--- config.mk ---
export PLATFORM = sky130hd
export DESIGN_NAME = rf_wb_arbiter
export DESIGN_NICKNAME = d
export VERILOG_FILES = /design/src/rtl/rf_pkg.sv /design/src/rtl/rf_wb_fifo.sv /design/src/rtl/rf_wb_arbiter.sv
export SDC_FILE = /design/constraint.sdc
export NUM_CORES = 1
export LEC_CHECK = 0
export BUFFER_PORTS_ARGS = -buffer_cell sky130_fd_sc_hd__buf_4
export CAP_MARGIN = 20
export CORE_MARGIN = 2
export CORE_UTILIZATION = 55
export DETAILED_ROUTE_END_ITERATION = 12
export GPL_TIMING_DRIVEN = 0
export HOLD_SLACK_MARGIN = 0.02
export PLACE_DENSITY_LB_ADDON = 0.08
export SLEW_MARGIN = 0
export SYNTH_ARGS = -nofsm -noshare
export SYNTH_HDL_FRONTEND = slang
export SYNTH_SLANG_ARGS = --single-unit
--- constraint.sdc ---
create_clock -name clk -period 8.7 [get_ports clk]
set_input_delay 0.87 -clock clk [delete_from_list [all_inputs] [get_ports clk]]
set_output_delay 0.87 -clock clk [all_outputs]
set_load 0.005 [all_outputs]
--- src/rtl/rf_pkg.sv ---
// Shared types and constants for the register-file write-back path.
package rf_pkg;

  localparam int RF_ADDR_W = 5;
  localparam int RF_DATA_W = 64;
  localparam int RF_PPP_W  = 3;

  // Part-select code for a full-width register write.
  localparam logic [0:RF_PPP_W-1] PPP_ALL = 3'b000;

  // One queued register-file write; all fields MSB-at-bit-0.
  typedef struct packed {
    logic [0:RF_ADDR_W-1] rd;
    logic [0:RF_PPP_W-1]  ppp;
    logic [0:RF_DATA_W-1] data;
  } rf_wr_t;

endpackage

--- src/rtl/rf_wb_fifo.sv ---
// Per-requester write-back FIFO. Exposes per-slot valid bits and destination
// registers so the arbiter can detect pending writes to any register.
import rf_pkg::*;

module rf_wb_fifo #(
  parameter int DEPTH = 2
) (
  input  logic                                 clk_i,
  input  logic                                 rst_ni,
  input  logic                                 push_i,
  input  rf_wr_t                               din_i,
  input  logic                                 pop_i,
  output rf_wr_t                               dout_o,
  output logic                                 full_o,
  output logic                                 empty_o,
  output logic [DEPTH-1:0]                     ent_vld_o,
  output logic [DEPTH-1:0][0:RF_ADDR_W-1]      ent_rd_o
);

  localparam int PW = (DEPTH > 1) ? $clog2(DEPTH) : 1;

  rf_wr_t           mem_q [DEPTH];
  logic [PW-1:0]    wp_q, wp_d, rp_q, rp_d;
  logic [DEPTH-1:0] vld_q, vld_d;
  logic             do_push, do_pop;

  assign full_o    = &vld_q;
  assign empty_o   = ~|vld_q;
  assign do_push   = push_i & ~full_o;
  assign do_pop    = pop_i & ~empty_o;
  assign dout_o    = mem_q[rp_q];
  assign ent_vld_o = vld_q;

  // Per-slot valid bits: push never targets the popped slot because a full
  // FIFO refuses pushes and an empty one refuses pops.
  always_comb begin
    wp_d  = wp_q;
    rp_d  = rp_q;
    vld_d = vld_q;
    if (do_push) begin
      vld_d[wp_q] = 1'b1;
      wp_d        = wp_q + PW'(1);
    end
    if (do_pop) begin
      vld_d[rp_q] = 1'b0;
      rp_d        = rp_q + PW'(1);
    end
  end

  // Pointer and occupancy state.
  always_ff @(posedge clk_i) begin
    if (!rst_ni) begin
      wp_q  <= '0;
      rp_q  <= '0;
      vld_q <= '0;
    end else begin
      wp_q  <= wp_d;
      rp_q  <= rp_d;
      vld_q <= vld_d;
    end
  end

  // Entry storage; contents are only meaningful where the valid bit is set.
  always_ff @(posedge clk_i) begin
    if (do_push) mem_q[wp_q] <= din_i;
  end

  // Destination register of every slot for the hazard compare.
  always_comb begin
    for (int unsigned i = 0; i < DEPTH; i++) ent_rd_o[i] = mem_q[i].rd;
  end

endmodule

--- src/rtl/rf_wb_arbiter.sv ---
// Register-file write-back arbiter: two buffered requesters share the single
// RF write port; reports pending writes for the two read addresses.
// Optional macro RF_WB_RR_EN selects round-robin arbitration (default: fixed
// priority, requester 0 wins).
import rf_pkg::*;

module rf_wb_arbiter #(
  parameter int DATA_W = RF_DATA_W,
  parameter int ADDR_W = RF_ADDR_W,
  parameter int DEPTH  = 2
) (
  input  logic              clk,
  input  logic              reset,
  input  logic              req0_valid,
  output logic              req0_ready,
  input  logic [0:ADDR_W-1] req0_rd,
  input  logic [0:2]        req0_ppp,
  input  logic [0:DATA_W-1] req0_data,
  input  logic              req1_valid,
  output logic              req1_ready,
  input  logic [0:ADDR_W-1] req1_rd,
  input  logic [0:2]        req1_ppp,
  input  logic [0:DATA_W-1] req1_data,
  output logic              rf_wrEn,
  output logic [0:ADDR_W-1] rf_rD,
  output logic [0:2]        rf_ppp,
  output logic [0:DATA_W-1] rf_d_in,
  input  logic [0:ADDR_W-1] query_rA,
  input  logic [0:ADDR_W-1] query_rB,
  output logic              busy_A,
  output logic              busy_B,
  output logic              idle
);

  rf_wr_t                          din0, din1, head0, head1;
  logic                            full0, full1, empty0, empty1;
  logic                            push0, push1, pop0, pop1;
  logic [DEPTH-1:0]                vld0, vld1;
  logic [DEPTH-1:0][0:ADDR_W-1]    erd0, erd1;
  logic                            wr_en_q, wr_en_d;
  rf_wr_t                          wr_q, wr_d;

  // Ready depends only on occupancy (and reset), never on valid.
  assign req0_ready = reset & ~full0;
  assign req1_ready = reset & ~full1;
  assign push0      = req0_valid & req0_ready;
  assign push1      = req1_valid & req1_ready;
  assign din0       = '{rd: req0_rd, ppp: req0_ppp, data: req0_data};
  assign din1       = '{rd: req1_rd, ppp: req1_ppp, data: req1_data};

  rf_wb_fifo #(.DEPTH(DEPTH)) u_fifo0 (
    .clk_i(clk), .rst_ni(reset), .push_i(push0), .din_i(din0), .pop_i(pop0),
    .dout_o(head0), .full_o(full0), .empty_o(empty0),
    .ent_vld_o(vld0), .ent_rd_o(erd0)
  );

  rf_wb_fifo #(.DEPTH(DEPTH)) u_fifo1 (
    .clk_i(clk), .rst_ni(reset), .push_i(push1), .din_i(din1), .pop_i(pop1),
    .dout_o(head1), .full_o(full1), .empty_o(empty1),
    .ent_vld_o(vld1), .ent_rd_o(erd1)
  );

`ifdef RF_WB_RR_EN
  logic last_q, last_d;  // 1 = requester 1 was granted most recently

  // Round-robin grant: on contention favour the requester not granted last.
  always_comb begin
    pop0 = 1'b0;
    pop1 = 1'b0;
    if (!empty0 && !empty1) begin
      if (last_q) pop0 = 1'b1;
      else        pop1 = 1'b1;
    end else begin
      pop0 = !empty0;
      pop1 = !empty1;
    end
  end

  // Last-grant pointer moves only when something is granted.
  always_comb begin
    last_d = last_q;
    if (pop0)      last_d = 1'b0;
    else if (pop1) last_d = 1'b1;
  end

  // Last-grant register; reset so requester 0 wins the first contest.
  always_ff @(posedge clk) begin
    if (!reset) last_q <= 1'b1;
    else        last_q <= last_d;
  end
`else
  // Fixed-priority grant: requester 0 always wins.
  always_comb begin
    pop0 = !empty0;
    pop1 = empty0 && !empty1;
  end
`endif

  // Next RF write: granted head, or hold last fields with write disabled.
  always_comb begin
    wr_en_d = pop0 | pop1;
    wr_d    = wr_q;
    if (pop0)      wr_d = head0;
    else if (pop1) wr_d = head1;
  end

  // Registered RF write port.
  always_ff @(posedge clk) begin
    if (!reset) begin
      wr_en_q <= 1'b0;
      wr_q    <= '{rd: '0, ppp: PPP_ALL, data: '0};
    end else begin
      wr_en_q <= wr_en_d;
      wr_q    <= wr_d;
    end
  end

  assign rf_wrEn = wr_en_q;
  assign rf_rD   = wr_q.rd;
  assign rf_ppp  = wr_q.ppp;
  assign rf_d_in = wr_q.data;
  assign idle    = empty0 & empty1 & ~wr_en_q;

  // Pending-write hazard: any queued entry or the write currently on the port.
  always_comb begin
    busy_A = wr_en_q && (wr_q.rd == query_rA);
    busy_B = wr_en_q && (wr_q.rd == query_rB);
    for (int unsigned i = 0; i < DEPTH; i++) begin
      busy_A = busy_A | (vld0[i] && (erd0[i] == query_rA))
                      | (vld1[i] && (erd1[i] == query_rA));
      busy_B = busy_B | (vld0[i] && (erd0[i] == query_rB))
                      | (vld1[i] && (erd1[i] == query_rB));
    end
  end

endmodule

== After elaboration in Yosys (flattened, before gate mapping) ==
Memories as Yosys holds them, arrays and structs flattened. A register that Yosys moved wholly into a read port is not among the register bits.
Index checks and enable logic that the tools add are counted.
Word-level totals
  output and inout port bits: 78
  logic and storage cells: 105
  memories kept: 2
  bits in registers: 81
  input bits: 158
  memory bits (writable): 288
Memories
  u_fifo0.mem_q: words 2, width 72, read ports 3, clocked after Yosys merged registers in 1, write ports 1, RTL line rf_wb_fifo.sv:22  | rf_wr_t mem_q [DEPTH];
  u_fifo1.mem_q: words 2, width 72, read ports 3, clocked after Yosys merged registers in 1, write ports 1, RTL line rf_wb_fifo.sv:22
Cells by class
  multiplexer cells: 22
  $add $sub $neg: 4
  order comparisons: 8
  reduce and logical (&&, ||, !) cells: 22
  bitwise operators: 27
  equality and inequality tests: 10
Operators by type and width (count)
  two-way mux 72 bit: 2
  == test 5 bit: 10
  logical AND 1 bit: 15
  two-way mux 1 bit: 12
  AND 1 bit: 9
  OR 1 bit: 9
  less-than comparator 1 x 2 -> 1 bit, second input constant: 4
  two-way mux 2 bit: 4
  adder 1 bit, second input constant: 4
  AND 2 bit: 2
  demux 1 bit (select 1 bit): 4
  >= comparator 1 bit, second input constant: 4
  NOT 2 bit: 2
  OR 2 bit: 2
  AND reduction 2 bit: 2
  OR reduction 2 bit: 2
  NOT 1 bit: 3
  logical NOT 1 bit: 2
  nonzero test 2 bit: 1

== Logic depth before layout (Yosys ltp) ==
Gate-level depths: netlist of the first run.
  depth after elaboration: 8
  mapped depth: 7
  gate-level depth less buffers: 5

== By module ==
Synthesis of the first run repeated with hierarchy kept, for this count alone.
Second synthesis, totals
  cells, all modules: 930
  area total of the unflattened synthesis: 15740.1 um^2
Modules (own cells, without submodules)
  rf_wb_fifo: area an instance 5856.9 um^2, times used 2, cells an instance 259, seq. area each 4424.2 um^2
  rf_wb_arbiter: area an instance 4026.4 um^2, times used 1, cells an instance 412, seq. area each 1461.4 um^2

== Worst setup path before layout of the first run ==
OpenSTA, ideal clock, no wires.
  path kind: input -> register
  start: input reset
  end: register u_fifo1.vld_q[0], in the netlist u_fifo1.ent_vld_o[0]
  data required time: 8.628 ns
  stages: 4
  setup time: 0.072 ns
  data arrival time: 4.978 ns
  buffers on the path: 0
  path slack: 3.650 ns
  cell sequence: a21boi_0 nand2_1 nor2_1 o221a_2
On the way
  longest elaborated chain between the ends: 6
Ends and longest elaborated chain
  from (decl): RTL line rf_wb_arbiter.sv:13  | input logic reset,
  AND 1 bit: RTL line rf_wb_arbiter.sv:45  | assign req1_ready = reset & ~full1;
  AND 1 bit: RTL line rf_wb_arbiter.sv:47  | assign push1 = req1_valid & req1_ready;
  AND 1 bit: RTL line rf_wb_fifo.sv:29  | assign do_push = push_i & ~full_o;
  two-way mux 2 bit: RTL line rf_wb_fifo.sv:40  | if (do_push) begin
  AND 2 bit (no line)
  two-way mux 2 bit: RTL line rf_wb_fifo.sv:44  | if (do_pop) begin
  to (signal assigned): RTL line rf_wb_fifo.sv:59  | vld_q <= vld_d;
  to (decl): RTL line rf_wb_fifo.sv:24  | logic [DEPTH-1:0] vld_q, vld_d;
Several ways; a longest one is shown, not always the timed one.
A chain may end at the register's enable or synchronous reset.

== Worst setup path in the final report of the first run ==
  start: register u_fifo0.vld_q[0], in the netlist u_fifo0.ent_vld_o[0]
  end: output idle
On the way
  longest elaborated chain between the ends: 4
Ends and longest elaborated chain
  from (decl): RTL line rf_wb_fifo.sv:24
  from (signal assigned): RTL line rf_wb_fifo.sv:59
  OR reduction 2 bit: RTL line rf_wb_fifo.sv:28  | assign empty_o = ~|vld_q;
  logical NOT 1 bit: RTL line rf_wb_fifo.sv:28
  AND 1 bit (2 in a row): RTL line rf_wb_arbiter.sv:122  | assign idle = empty0 & empty1 & ~wr_en_q;
  to (decl): RTL line rf_wb_arbiter.sv:32  | output logic idle
Every way passes these cells.

==> results of run 1 <==
## synthesized netlist by cell type, drive strengths merged (11+ instances only)
cell | count | area [um2]
edfxtp | 288 | 8650
mux2i | 144 | 1440
dfxtp | 83 | 1660
nor2b | 75 | 469
a21oi | 73 | 365
o22ai | 72 | 450
buf | 47 | 268
xor2 | 40 | 350
clkbuf | 12 | 45.0
nor4 | 11 | 75.1
xnor2 | 11 | 96.3
## final timing paths
kind | startpoint | end | slack [ns] | cells after the start
worst max-delay path | u_fifo0.ent_vld_o[0] | idle | 5.79 | 5
worst min-delay path | rf_d_in[58] | rf_d_in[58] | 0.51 | 2
worst max register to register | u_fifo0.ent_vld_o[1] | u_fifo0.mem_q[0][61] | 6.45 | 5
worst min register to register | rf_d_in[58] | rf_d_in[58] | 0.51 | 2
## state kept, by name, indices dropped and copies added (netlist names), named ones only
| name | flops |
|---|---|
| u_fifo0.ent_vld_o | 2 |
| rf_d_in | 64 |
| rf_ppp | 3 |
| u_fifo0.rp_q | 1 |
| u_fifo0.mem_q | 144 |
| u_fifo1.ent_vld_o | 2 |
| rf_wrEn | 1 |
| u_fifo1.rp_q | 1 |
| u_fifo1.mem_q | 144 |
| u_fifo0.wp_q | 1 |
| rf_rD | 5 |
| u_fifo1.wp_q | 1 |
## through the flow
stage	cells	hold WS [ns]
after floorplan	893	0.504
after global placement	1448	0.491
after detailed placement	1456	0.500
after CTS	1526	0.497
after global routing	1526	0.500
final	1526	0.512
## per-layer routing
layer | track usage, % | wire length, um | share of wire (%) | up-vias
met4 | 6.26 | 588 | 1.9 | 0
met2 | 38.4 | 14900 | 47 | 271
met1 | 30.9 | 13500 | 43 | 4045
met5 | 0 | 0 | 0 | -
met3 | 6.14 | 2370 | 7.6 | 45
li1 | - | - | - | 3940
## cells in the final DEF, fill, tap and decap left out, types with 3 or more instances in the layout
master / n
buf_16: 5
buf_2: 34
mux2i_1: 144
clkinvlp_4: 3
a21oi_1: 73
buf_12: 3
clkbuf_8: 5
dfxtp_1: 83
buf_4: 238
xor2_1: 40
clkinv_2: 5
nor4_1: 10
o22ai_1: 72
clkinv_1: 4
xnor2_1: 11
o221a_2: 3
edfxtp_1: 288
nand3_1: 6
and2_1: 4
clkbuf_1: 22
and3_1: 4
nor2b_1: 75
clkbuf_16: 38
## power by group
| group | internal [mW] | switching, mW | total [mW] |
|---|---|---|---|
| Clock | 0.914 | 0.650 | 1.56 |
| Sequential | 2.01 | 0.0462 | 2.05 |
| Combinational | 0.251 | 0.271 | 0.522 |
## logic make-up after synthesis
| group | count (synthesis) | synth area share, % |
|---|---|---|
| muxes | 144 | 10.2 |
| AOI/OAI and AO/OA | 156 | 6.40 |
| DFF | 371 | 73.1 |
| and+or+nand+nor | 111 | 4.85 |
| buffers and inverters | 60 | 2.25 |
| xor gates and xnor gates | 51 | 3.17 |
## worst max-delay path: stages (launching register included)
cell and delay (ns):
dfxtp_1 0.40, nor4_2 0.33, buf_4 0.27, buf_4 0.24
nor2b_1 0.15, buf_4 0.12
## cell type report
cell class,instances,area [um2]
sequential,371,10300
fill,1727,7540
multi-input combinational,462,3500
timing repair buffer,233,1890
clock buffer,53,1060
tap,330,413
buffer,59,313
clock inverter,17,156
inverter,1,3.75
==> run_results.csv, run 1 <==
group,metric,value,unit
die,dieWidth,164,um
die,top_level_ports,236,
finish,final_nets,1324,
placed_design,place_area,16400,um2
synth,synth-seq-cells,371,
placed_design,port_buffers,225,
sta,timing.final.crit_share,33.4,%
finish,antenna_cells,0,
placed_design,globalplace.congestion,0.797,
drt,vias,8301,
synth,synth-warning-count,0,
synth,synthesis.area,14100,um2
sta,fin_tns_setup,0,ns
setup_path,endpoint_kind,"output port",
clock_tree,cts.clk_slew.worst_paths,0.06,ns
sta,setup_slack,5.79,ns
clock_tree,postCtsHoldBufs,0,
sta,setup_viol,0,
grt,grt_max_degree,50,
die,fp-row-count,58,
drt,drt-total-wl,31.4,mm
drt,wl_per_cell,20.6,um
sta,finalMaxSlewViolations,0,
grt,grt_pass1_vias,8437,
sta,rsz0062_at_grt,"no",
sta,slew_headroom,51.6,%
clock_tree,post_cts_resized,0,
setup_path,path_max_fanout,10,
setup_path,path_class,"reg -> out",
clock_tree,cts_setup_buffers,0,
finish,layout-drive-gt1-share,28.8,%
synth,synth_edf_count,288,
setup_path,crit_arrival,2.04,ns
die,die_h,164,um
run,drv_cap,0,
finish,finish.utilization,70.0,%
power,power.total,4.14,mW
min_path,worstHoldPathType,"reg -> reg",
synth,async_flop_share,0,%
sta,fin_skew,0.0260,ns
grt,antenna_found_initial,0,
clock_tree,cts_buffers,38,
grt,overflow,0,
clock_tree,cts_tree,"built",
sta,hold_viol,0,
clock_tree,cts_sinks,371,
drt,firstDrtPassIters,4,
synth,syn_inst,893,
sta,tightest_slew,0.727,ns
synth,yosysUniqueCellTypes,28,
power,peakVddDrop,0.000185,V
die,dieArea,26900,um2
grt,track_usage,23.3,%
synth,ys_seq_area_share,73.1,%
drt,drtAntennaViolNets,0,
placed_design,hpwlAfterDp,20.8,mm
grt,grt_pass1_wl,46.7,mm
sta,fin_crit,2.91,ns
clock_tree,clk-insertion-delay-late,0.54,ns
setup_path,crit_required,7.83,ns
drt,viasPerCell,5.44,
die,coreArea,25200,um2
die,start_util,56.0,%
clock_tree,h-tree-depth,2,
drt,initialDrtViolationCount,573,
setup_path,start_kind,"flop",
clock_tree,root_buffer,"clkbuf_16",
synth,avgSynthCellArea,15.8,um2
finish,final_area,17600,um2
synth,syn_nets,1051,
drt,route.detailed.drc,0,
power,cellPowerDensity,235,nW/um2
synth,ys.flop_type,"edfxtp_1",
sta,max_freq,344,MHz
run_status,status,"completed",
placed_design,place_ws,5.83,ns
finish,area_growth,25.1,%
clock_tree,clockBufferDepth,3,
power,cellLeakagePower,6.39,nW
No activity file was read; power rests on OpenSTA's default activity.
==> run 2: changes to the inputs <==
ABC_AREA = 1   (was not set)
CORE_UTILIZATION = 51   (was 55)
clock period = 2.4 ns   (was 8.7 ns; I/O delays follow)
==> run 2 against run 1 <==
Net effect:
- synthesized area grew 1.9%
- utilization grew 0.43 points
- sequential power grew to 3.6 times the previous value
- routed wire length grew 25%
- critical path depth shrank 1
- critical endpoint unchanged
==> run_results.csv, run 2 <==
group,metric,value,unit
finish,final_nets,1914,
setup_path,path_max_fanout,10,
sta,hold_viol,0,
setup_path,cp_top_family,"simple AND/OR/NAND/NOR gates",
clock_tree,cts_sinks,371,
power,pwr-share-comb,12.5,%
placed_design,hpwlAfterDp,25.8,mm
placed_design,dp_cells,1940,
synth,synth-simple-area-share,13.7,%
power,power.internal,11.6,mW
sta,fin_skew,0.0160,ns
placed_design,place_area,16800,um2
drt,initialDrtViolationCount,797,
grt,grt_pass1_wl,58.9,mm
finish,area_growth,36.3,%
die,coreArea,27800,um2
die,dieArea,29500,um2
grt,antenna_found_initial,2,
die,dieWidth,172,um
power,power_switching,3.70,mW
synth,syn_inst,1320,
power,p_clk_share,38.8,%
finish,finish.utilization,70.5,%
finish,final_common_cell,"nand2_1",
setup_path,cpMaxStageDelayCell,"nor2_4",
synth,synth_edf_count,288,
clock_tree,cts_tree,"built",
placed_design,port_buffers,234,
setup_path,r2r-end,"u_fifo0.mem_q[1][20]",
synth,yosysUniqueCellTypes,21,
drt,wl_per_cell,18.1,um
grt,overflow,0,
setup_path,crit_path_max_incr_delay,0.40,ns
setup_path,cp_num_buf_inv,2,
finish,final_area,19600,um2
run_status,status,"completed",
setup_path,cp_num_cells,4,
setup_path,endpoint_kind,"output port",
sta,timing.final.crit_share,95.5,%
sta,setup_viol,0,
clock_tree,clk-insertion-delay-late,0.54,ns
synth,syn_nets,1478,
synth,synth_top_area_share,60.2,%
synth,synthMostInstantiatedCell,"nand2_1",
setup_path,cp_cell_sequence,"nor2_4 -> inv_2 -> nor4_1 -> buf_4",
setup_path,start_kind,"flop",
min_path,worstHoldPathType,"in -> reg",
placed_design,place_ws,-0.0186,ns
synth,synth-compound-area-share,9.45,%
setup_path,crit_required,2.16,ns
finish,instances_no_fill,2166,
synth,synth_fa_ha_area_share,0,%
die,top_level_ports,236,
setup_path,path_class,"reg -> out",
setup_path,r2r-start,"u_fifo0.ent_vld_o[1]",
synth,synthesis.area,14400,um2
sta,slew_headroom,44.9,%
min_path,min_from,"reset",
drt,drt-total-wl,39.3,mm
clock_tree,h-tree-depth,2,
clock_tree,root_buffer,"clkbuf_16",
power,swShare,24.2,%
sta,tightest_slew,0.827,ns
synth,synth-seq-cells,371,
die,fp-row-count,61,
synth,synth.area.top_cells,"edfxtp_1, dfxtp_1, nand2_1, o21ai_0, nor2_1",
drt,route.detailed.drc,0,
setup_path,reg2reg_slack,0.14,ns
grt,grt_pass1_vias,10817,
synth,yosys.area_share.xor_xnor,0.305,%
drt,vias,11094,
clock_tree,cts.clk_slew.worst_paths,0.06,ns
sta,fin_crit,2.29,ns
power,cellLeakagePower,7.60,nW
sta,setup_slack,0.108,ns
die,die_h,172,um
grt,track_usage,26.5,%
sta,rsz0062_at_grt,"no",
drt,viasPerCell,5.12,
setup_path,crit_arrival,2.05,ns
drt,firstDrtPassIters,5,
sta,max_freq,436,MHz
synth,ys.flop_type,"edfxtp_1",
sta,finalMaxSlewViolations,0,
die,start_util,51.7,%
placed_design,globalplace.congestion,0.903,
power,cellPowerDensity,780,nW/um2
run,drv_cap,0,
grt,grt_max_degree,31,
finish,layout-drive-gt1-share,18.1,%
drt,drtAntennaViolNets,0,
synth,avgSynthCellArea,10.9,um2
synth,synth_mux_area_share,0,%
clock_tree,cts_buffers,39,
power,peakVddDrop,0.000578,V
synth,ys_seq_area_share,71.8,%
synth,async_flop_share,0,%
power,p_seq_share,48.6,%
synth,ys_top_cells_by_count,"nand2_1, edfxtp_1, nor2_1",
setup_path,r2r_cells,4,
finish,final_cell_mix,"nand2_1, edfxtp_1, buf_4",
clock_tree,clockBufferDepth,3,
synth,synth_top_family_by_area,"simple AND/OR/NAND/NOR gates",
synth,synth-warning-count,0,
setup_path,critPathLaunch,"u_fifo0.ent_vld_o[0]",
synth,synth_top_cell_by_area,"edfxtp_1",
setup_path,endpoint,"idle",
finish,fill_cells,2064,
run 2: cell types whose count changed after synthesis, moves of 75 or more:
| cell | before | now |
|---|---|---|
| mux2i_1 | 144 | 0 |
| o21ai_0 | 1 | 152 |
| nor2b_1 | 75 | 0 |
| nor2_1 | 3 | 181 |
| nand2_1 | 2 | 324 |
| inv_1 | 1 | 110 |
run 2: how the worst min path moves through the flow:
stage | end | slack [ns] | cells past startpoint
2_1_floorplan | u_fifo0.mem_q[0][0] | 0.34 | 0
3_3_place_gp | u_fifo1.mem_q[0][31] | 0.43 | 1
3_5_place_dp | u_fifo1.mem_q[1][57] | 0.43 | 1
4_1_cts | u_fifo1.ent_vld_o[0] | 0.03 | 3
5_1_grt | u_fifo1.ent_vld_o[0] | 0.08 | 3
6_report | u_fifo1.ent_vld_o[0] | 0.05 | 3
run 2: tightest hold or removal path: stages:
cell and delay [ns]:
buf_4 0.14, o21ai_0 0.10, a21oi_1 0.05
run 2: area by class of cell:
class	count	area, um2	area share [%]
buffer	64	251	1.28
clock buffer	52	1060	5.44
inverter	113	424	2.17
clock inverter	19	208	1.06
tap	378	473	2.42
sequential	371	10300	52.7
timing repair buffer	392	3420	17.5
multi-input combinational	775	3420	17.5
antenna	2	5.00	0.0256
run 2: per-stage QoR:
stage | total power [mW] | setup TNS [ns] | hold slack, ns
2_1_floorplan | 8.32 | -177.83 | 0.339
3_3_place_gp | 9.17 | -622.30 | 0.425
3_5_place_dp | 9.22 | -0.0186 | 0.428
4_1_cts | 15.3 | 0 | 0.0320
5_1_grt | 15.8 | 0 | 0.0778
6_report | 15.3 | 0 | 0.0454
run 2: cells by family (layout without fill, tap and decap cells):
logic type      count (synthesis)  count (layout)
xor+xnor                        5               5
simple gates                  517             520
compound gates                250             250
other cells                     0               2
buf+inv                       177             640
flops                         371             371
run 2: power by group through the flow:
| stage | registers [mW] | clock network [mW] | logic (mW) |
|---|---|---|---|
| 2_1_floorplan | 7.53 | 0 | 0.784 |
| 4_1_cts | 7.42 | 5.99 | 1.90 |
| 3_5_place_dp | 7.55 | 0 | 1.67 |
| 5_1_grt | 7.45 | 6.24 | 2.11 |
| 3_3_place_gp | 7.56 | 0 | 1.61 |
| 6_report | 7.42 | 5.93 | 1.91 |
run 2: per-layer routing:
| metal | global-route usage (%) | wire length, um | vias up |
|---|---|---|---|
| li1 | - | - | 5356 |
| met1 | 35.7 | 16800 | 5254 |
| met2 | 44.6 | 19000 | 415 |
| met3 | 3.80 | 2440 | 69 |
| met4 | 8.51 | 977 | 0 |
| met5 | 0 | 0 | - |
run 2: timing repair:
action | in CTS | in global routing
hold buffers | 145 | 0
resized for setup | 0 | 0
cloned | 0 | 3
setup endpoints to repair | 8 | 112
pin swaps | 1 | 4
endpoints found under the hold margin | 290 | 0
buffers inserted | 3 | 2
==> run 3: changes to the inputs <==
clock period = 1.9 ns   (was 2.4 ns; I/O delays follow)
==> run 3 against run 2 <==
Net effect:
- the flow now finishes with violations (negative setup slack)
- sequential power increased by 26%
- setup slack got worse by 0.13 ns
- non-clock buffer count increased by 12
- critical path depth increased by 4
- register-to-register slack got worse by 0.06 ns
- power increased by 27%
- sequential share of layout area decreased by 0.70 points
- cell area increased by 1.4%
- global-route usage increased by 1.2 points
- critical path type unchanged
- largest cell class unchanged
==> run_results.csv, run 3 (synthesized netlist as in run 2, its figures left out) <==
group,metric,value,unit
sta,setup_slack,-0.0224,ns
drt,initialDrtViolationCount,1051,
grt,grt_use_met1,36.5,%
placed_design,port_buffers,234,
sta,rsz0062_at_grt,"yes",
die,die_h,172,um
die,fp-row-count,61,
grt,grt_use_met2,48.2,%
grt,overflow,0,
run,drv_cap,0,
drt,drt-total-wl,41.0,mm
die,dieArea,29500,um2
drt,firstDrtPassIters,5,
setup_path,path_max_fanout,3,
die,start_util,51.7,%
setup_path,crit_arrival,1.73,ns
clock_tree,clk-insertion-delay-late,0.54,ns
finish,final_nets,1927,
sta,setup_viol,1,
drt,wl_per_cell,18.8,um
grt,grt_util_met3,4.60,%
run_status,violations,"negative setup slack",
finish,final_cell_mix,"nand2_1, edfxtp_1, buf_4",
run_status,status,"complete, but fails checks",
die,coreArea,27800,um2
grt,grt_pass1_vias,10959,
grt,antenna_found_initial,1,
placed_design,globalplace.congestion,0.890,
sta,fin_skew,0.00750,ns
finish,layout-drive-gt1-share,21.3,%
clock_tree,root_buffer,"clkbuf_16",
clock_tree,cts.clk_slew.worst_paths,0.07,ns
sta,hold_viol,0,
setup_path,crit_required,1.71,ns
grt,grt.busiest_layer,"met2",
setup_path,path_class,"reg -> out",
finish,area_growth,38.3,%
die,top_level_ports,236,
grt,grt_max_degree,30,
clock_tree,clockBufferDepth,3,
grt,track_usage,27.7,%
sta,fin_tns_setup,-0.0224,ns
drt,drtAntennaViolNets,0,
placed_design,hpwlAfterDp,26.7,mm
sta,slew_headroom,39.3,%
sta,max_freq,520,MHz
sta,tightest_slew,0.910,ns
setup_path,endpoint_kind,"output port",
drt,route.detailed.drc,0,
power,cellPowerDensity,977,nW/um2
sta,fin_crit,1.92,ns
clock_tree,h-tree-depth,2,
clock_tree,cts_sinks,371,
grt,grt_pass1_wl,61.1,mm
clock_tree,cts_buffers,39,
power,peakVddDrop,0.00101,V
setup_path,start_kind,"flop",
sta,timing.final.crit_share,101,%
min_path,worstHoldPathType,"in -> reg",
drt,viasPerCell,5.15,
die,dieWidth,172,um
sta,finalMaxSlewViolations,0,
finish,final_common_cell,"nand2_1",
clock_tree,cts_tree,"built",
power,cellLeakagePower,7.78,nW
drt,vias,11231,
power,power.total,19.4,mW
## run 3: area by class of cell
cell class | count | area (um2)
Antenna cell | 1 | 2.50
Timing Repair Buffer | 406 | 3560
Inverter | 113 | 424
Fill cell | 2079 | 7920
Sequential cell | 371 | 10300
Tap cell | 378 | 473
Multi-Input combinational cell | 776 | 3500
Clock buffer | 60 | 1150
Clock inverter | 12 | 135
Buffer | 62 | 297
## run 3: repair_timing
action / in CTS / in global routing
hold buffers: 147 / 0
pin swaps: 9 / 17
hold endpoints to repair: 291 / 0
cloned: 2 / 2
setup endpoints to repair: 272 / 162
resized for setup: 18 / 32
buffers inserted: 8 / 8
## run 3: layer usage
metal	vias to the layer above	share of wire, %
met5	-	0
met4	0	1.9
met3	53	6.9
met2	402	50
met1	5392	41
li1	5384	-
## run 3: metrics by stage
step	std cells	worst slack [ns]	area (um2)	hold slack, ns	util (%)
detailed placement	1941	-0.487	16900	0.378	60.8
global route	2179	-0.0992	19900	0.0445	71.5
global placement	1932	-1.21	16700	0.375	60.0
floorplan	1320	-0.247	14500	0.289	-
CTS	2169	-0.0528	19700	0.0373	71.0
finish	2179	-0.0224	19900	0.0577	71.5
## run 3: path summary, 6_finish.rpt
check / slack [ns] / depth (start not counted) / from / to
setup reg to reg: 0.08 / 5 / u_fifo1.ent_vld_o[0] / u_fifo1.mem_q[0][25]
hold reg to reg: 0.48 / 2 / rf_d_in[57] / rf_d_in[57]
setup / recovery: -0.02 / 8 / u_fifo0.mem_q[1][71] / busy_A
hold / removal: 0.06 / 3 / reset / u_fifo1.rp_q
## run 3: where the power goes
group,total (mW),switching [mW],internal (mW)
clock,7.52,3.17,4.35
sequential,9.38,0.209,9.17
combinational,2.49,1.40,1.09
## run 3: critical path, cell delays in order (launching register included)
cell and delay (ns):
edfxtp_1 0.41, inv_2 0.09, o21ai_0 0.07, nor2_1 0.16, nand3_1 0.15, nand2_1 0.10, inv_1 0.04, nand2_1 0.08
buf_6 0.10
